<file path="src/rtl/clk_div_multi.sv">
// Multi-channel programmable clock divider with per-channel tick strobes,
// a shared sync restart and a single-slot divisor load handshake.
module clk_div_multi #(
  parameter int NUM_CH      = 2,
  parameter int DIV_W       = 8,
  parameter int DEFAULT_DIV = 4,
  localparam int CH_W       = (NUM_CH > 1) ? $clog2(NUM_CH) : 1
) (
  input  logic              clk_in,
  input  logic              rst_in,
  input  logic              enable_in,
  input  logic              sync_in,
  input  logic [CH_W-1:0]   ch_sel_in,
  input  logic [DIV_W-1:0]  div_in,
  input  logic              div_valid_in,
  output logic              div_ready_out,
  output logic [NUM_CH-1:0] clk_out,
  output logic [NUM_CH-1:0] tick_out
);

  localparam logic [DIV_W-1:0] DEF_D   = DIV_W'(DEFAULT_DIV);
  localparam logic [DIV_W-1:0] DEF_CNT = DIV_W'(DEFAULT_DIV - 1);

  logic              pend_vld;
  logic [CH_W-1:0]   pend_ch;
  logic [DIV_W-1:0]  pend_div;
  logic [NUM_CH-1:0] apply;
  logic              load;
  logic              sel_ok;

  assign div_ready_out = ~pend_vld;
  assign load          = div_valid_in & div_ready_out;
  assign sel_ok        = 32'(ch_sel_in) < 32'(NUM_CH);

  // Out-of-range selects complete the handshake but never occupy the slot.
  always_ff @(posedge clk_in or negedge rst_in) begin
    if (!rst_in) begin
      pend_vld <= 1'b0;
      pend_ch  <= '0;
      pend_div <= '0;
    end else if (|apply) begin
      pend_vld <= 1'b0;
    end else if (load && sel_ok) begin
      pend_vld <= 1'b1;
      pend_ch  <= ch_sel_in;
      pend_div <= div_in;
    end
  end

  for (genvar i = 0; i < NUM_CH; i++) begin : g_ch
    logic [DIV_W-1:0] div_q;
    logic [DIV_W-1:0] cnt_q;
    logic             clk_q;
    logic             tick_q;
    logic [DIV_W-1:0] half;
    logic [DIV_W-1:0] cnt_nxt;
    logic [DIV_W-1:0] div_d;
    logic [DIV_W-1:0] cnt_d;
    logic             clk_d;
    logic             tick_d;
    logic             apply_c;
    logic             mine;

    assign half     = div_q - (div_q >> 1);
    assign mine     = pend_vld && (pend_ch == CH_W'(i));
    assign apply[i] = apply_c;
    assign clk_out[i]  = clk_q;
    assign tick_out[i] = tick_q;

    always_comb begin
      cnt_nxt = (cnt_q == div_q - DIV_W'(1)) ? '0 : cnt_q + DIV_W'(1);
      div_d   = div_q;
      cnt_d   = cnt_q;
      clk_d   = clk_q;
      tick_d  = 1'b0;
      apply_c = 1'b0;
      if (div_q == '0) begin
        cnt_d   = '0;
        clk_d   = 1'b0;
        apply_c = mine;
      end else if (sync_in) begin
        cnt_d   = '0;
        clk_d   = 1'b1;
        tick_d  = 1'b1;
        apply_c = mine;
      end else if (enable_in) begin
        cnt_d   = cnt_nxt;
        clk_d   = cnt_nxt < half;
        tick_d  = cnt_nxt == '0;
        apply_c = mine && (cnt_nxt == '0);
      end
      // Every apply lands on a cnt = 0 edge, so outputs depend only on the new D.
      if (apply_c) begin
        div_d  = pend_div;
        cnt_d  = '0;
        clk_d  = pend_div != '0;
        tick_d = pend_div != '0;
      end
    end

    always_ff @(posedge clk_in or negedge rst_in) begin
      if (!rst_in) begin
        div_q  <= DEF_D;
        cnt_q  <= DEF_CNT;
        clk_q  <= 1'b0;
        tick_q <= 1'b0;
      end else begin
        div_q  <= div_d;
        cnt_q  <= cnt_d;
        clk_q  <= clk_d;
        tick_q <= tick_d;
      end
    end
  end

endmodule

</file>
<file path="config.mk">
export PLATFORM = sky130hd
export DESIGN_NAME = clk_div_multi
export DESIGN_NICKNAME = d
export VERILOG_FILES = /design/src/rtl/clk_div_multi.sv
export SDC_FILE = /design/constraint.sdc
export NUM_CORES = 1
export LEC_CHECK = 0
export ABC_AREA = 1
export BUFFER_PORTS_ARGS = -buffer_cell sky130_fd_sc_hd__buf_2
export CAP_MARGIN = 30
export CORE_MARGIN = 5
export CORE_UTILIZATION = 56
export CTS_CLUSTER_SIZE = 12
export DETAILED_ROUTE_END_ITERATION = 8
export PLACE_DENSITY = 0.79
export RECOVER_POWER = 50
export SETUP_SLACK_MARGIN = 0.2
export SLEW_MARGIN = 20
export SYNTH_ARGS = -nofsm -noshare
export SYNTH_HDL_FRONTEND = slang
export SYNTH_SLANG_ARGS = --single-unit
</file>
<file path="constraint.sdc">
create_clock -name clk_in -period 3.4 [get_ports clk_in]
set_input_delay 0.34 -clock clk_in [delete_from_list [all_inputs] [get_ports clk_in]]
set_output_delay 0.34 -clock clk_in [all_outputs]
set_load 0.005 [all_outputs]
</file>
==> flow_metrics.env <==
export IMPL_outcome="complete, but fails checks"
export IMPL_failed_checks="max-capacitance violations, max-slew violations"
export IMPL_tightestPinTransition_ns=1.655
export IMPL_antenna_left=0
export IMPL_hold_start="ch_sel_in"
export IMPL_vias=3615
export IMPL_avgRoutedWirePerCell_um=13.40
export IMPL_maxSlewViolCount=32
export IMPL_rsz0062_at_grt="false"
export IMPL_finalClockSkew_ns=0.005280
export IMPL_dieArea_um2=9260
export IMPL_cts_buffers=5
export IMPL_path_cells="inv_2, ha_4, inv_1, a21oi_2, o31ai_4, a21oi_1, o21ai_1, a21oi_1, nor2_1, nor2_1, xor2_1, ha_1, nand2_1, nor2_1, a211oi_2, nand2_1, nand2_1, nand2_1, a21oi_1"
export IMPL_crit_required_ns=3.62
export IMPL_die_width_um=96.23
export IMPL_ioPinCount=19
export IMPL_antenna_found_initial=0
export IMPL_clk_latency_ns=0.29
export IMPL_syn_inst=579
export IMPL_via_per_inst=5.194
export IMPL_gp_congestion=0.8965
export IMPL_clockBufferDepth=2
export IMPL_coreArea_um2=7253
export IMPL_start_util_pct=57.41
export IMPL_grt_max_degree=32
export IMPL_clock_sinks=46
export IMPL_layout_drive_gt1_share_pct=13.74
export IMPL_path_clk_slew_ns=0.09
export IMPL_path_common_cell="nand2_1"
export IMPL_tns_ns=0
export IMPL_hold_viol_final=0
export IMPL_drt_pre_antenna_iters=5
export IMPL_max_freq_mhz=333.0
export IMPL_p_leak_nw=2.478
export IMPL_utilization_pct=61.57
export IMPL_cp_end_kind="flip-flop"
export IMPL_rows=31
export IMPL_setup_violations_final=0
export IMPL_place_hpwl_um=7512
export IMPL_die_h_um=96.23
export IMPL_worstSetupPathType="reg2reg"
export IMPL_seq_area_frac_synth_pct=27.82
export IMPL_min_path_type="in2reg"
export IMPL_ys_top_cells_by_area="dfrtp_1 (24%), ha_1 (16%), nand2_1 (14%)"
export IMPL_post_synth_top_area_cell="dfrtp_1"
export IMPL_critPathLaunchType="flip-flop"
export IMPL_peakVddDrop_uv=423.0
export IMPL_drtIter0Drc=198
export IMPL_final_cell_mix="nand2_1 (157), inv_1 (89), ha_1 (50)"
export IMPL_post_route_period_util_pct=88.32
export IMPL_syn_cell_area_um2=4164
export IMPL_finalPower_mw=4.319
export IMPL_ctsRootBufferMaster="clkbuf_8"
export IMPL_synth_distinct_cells=39
export IMPL_powerDensity_nw_per_um2=967.1
export IMPL_drc_errors=0
export IMPL_max_cap_violations=1
export IMPL_worstPathArrival_ns=3.23
export IMPL_port_buffers=18
export IMPL_synth_avg_cell_area_um2=7.192
export IMPL_critical_path_max_fanout=6
export IMPL_startpoint="g_ch[0].div_q[2]"
export IMPL_cpPeakStageDelay_ns=0.55
export IMPL_grt_pass1_vias=3443
export IMPL_syn_nets=647
export IMPL_yosys_area_top_type_share_pct=24.04
export IMPL_synth_seq_cells=46
export IMPL_slowest_stage="dfstp_2"
export IMPL_overflow=0
export IMPL_nets=665
export IMPL_r2r_start="g_ch[0].div_q[2]"
export IMPL_fin_crit_ns=3.003
export IMPL_yosysWarnings=0
export IMPL_num_antenna_cells=0
export IMPL_max_slew_margin_pct=-10.34
export IMPL_layout_commonest_cell="nand2_1"
export IMPL_cts_tree="done"
export IMPL_synthToLayoutAreaGrowth_pct=7.242
export IMPL_wirelength_um=9323
export IMPL_grt_use_total_pct=21.86
export IMPL_cts_htree_levels=2
export IMPL_grt_pass1_wl_um=15850
-- path summary, 6_finish.rpt --
check                      slack (ns)                to  cells past startpoint
min                              0.27           pend_ch                      2
max                              0.40     g_ch[0].clk_q                     19
max reg2reg                      0.40     g_ch[0].clk_q                     19
min reg2reg                      0.51  g_ch[1].div_q[2]                      2
min in group asynchronous        0.46  g_ch[1].cnt_q[4]                      1
max in group asynchronous        1.47  g_ch[0].div_q[0]                      2
-- power by group --
part / leakage [nW] / internal, mW / switching, mW
Clock: 0.0438 / 0.138 / 0.181
Combinational: 1.88 / 1.17 / 1.87
Sequential: 0.552 / 0.762 / 0.195
-- synth_stat cells --
cell         n
nand2_2      3
inv_1       92
nor2_2       1
nand2_4      1
o31ai_1      2
a211oi_1     2
o21ai_0     12
buf_6        2
o2bb2ai_2    1
buf_4        4
mux2_2       1
nand2_1    157
a21oi_1     28
dfstp_2      6
clkinv_1     2
fa_1         2
xnor2_1      5
nand4_1      9
or2_1        1
nand3_2      3
nor2_1      40
clkbuf_1     3
nor2_4       4
o41ai_1      4
o21ai_1     14
a21boi_0     1
inv_2       12
dfrtp_1     40
xor2_1      16
nor3_1       2
ha_1        52
o21ai_2     11
a21boi_4     1
a21oi_2      1
nand3_4      2
a21o_1       2
nand3_1     38
and2_1       1
nor4_1       1
-- per-stage QoR --
step	cell area, um^2	setup WS (ns)	cells	hold slack [ns]
floorplan	4164	0.5413	579	0.04441
global placement	4322	0.3516	688	0.4295
detailed placement	4322	0.2473	688	0.4242
CTS	4405	0.2625	695	0.1038
global route	4466	0.1596	696	0.2774
finish	4466	0.3972	696	0.2747
-- registers in the layout, indices dropped and copies added, names as in the netlist --
register     cells
g_ch.clk_q       2
g_ch.cnt_q      16
g_ch.div_q      16
g_ch.tick_q      2
pend_ch          1
pend_div         8
pend_vld         1
-- kinds of logic after synthesis --
logic type | after synthesis | synth area share, %
AO/OA/AOI/OAI | 79 | 11.93
buffers and inverters | 115 | 11.09
XOR/XNOR | 21 | 4.417
AND/OR/NAND/NOR | 263 | 27.88
multiplexers | 1 | 0.2704
flip-flops | 46 | 27.82
adder cells (fa/ha/maj) | 54 | 16.59
-- per-layer routing --
layer  vias to the layer above  track usage (%)  part of all wire (%)  routed length, um
met5                         -                0                     0                  0
met4                         0            6.161                   1.0                 95
met3                         6            2.502                   3.5                330
met2                        63            35.31                    47               4346
met1                      1681            30.80                    49               4550
li1                       1865                -                     -                  -
-- worst max-delay path, delay by kind of cell, from the launching register on --
kind / cells / cell delay, ns
fa+ha+maj: 2 / 0.58
simple gates: 7 / 0.49
flops: 1 / 0.55
xor+xnor: 1 / 0.18
buf+inv: 2 / 0.15
compound gates: 7 / 0.98
-- final cells by class --
class                           count  area [um^2]
Clock buffer                        5        68.82
Fill cell                         675         2788
Inverter                          106        397.9
Sequential cell                    46         1159
Timing Repair Buffer               20        97.59
Clock inverter                      2        10.01
Multi-Input combinational cell    418         2609
Tap cell                           99        123.9
-- what timing repair did --
item	CTS	global route
endpoints found under the setup margin	1	2
setup buffers	0	1
gates resized for setup	1	15
pin swaps	0	4
hold buffers	0	0
cloned	0	0
Power figures use the tool's default switching activity.
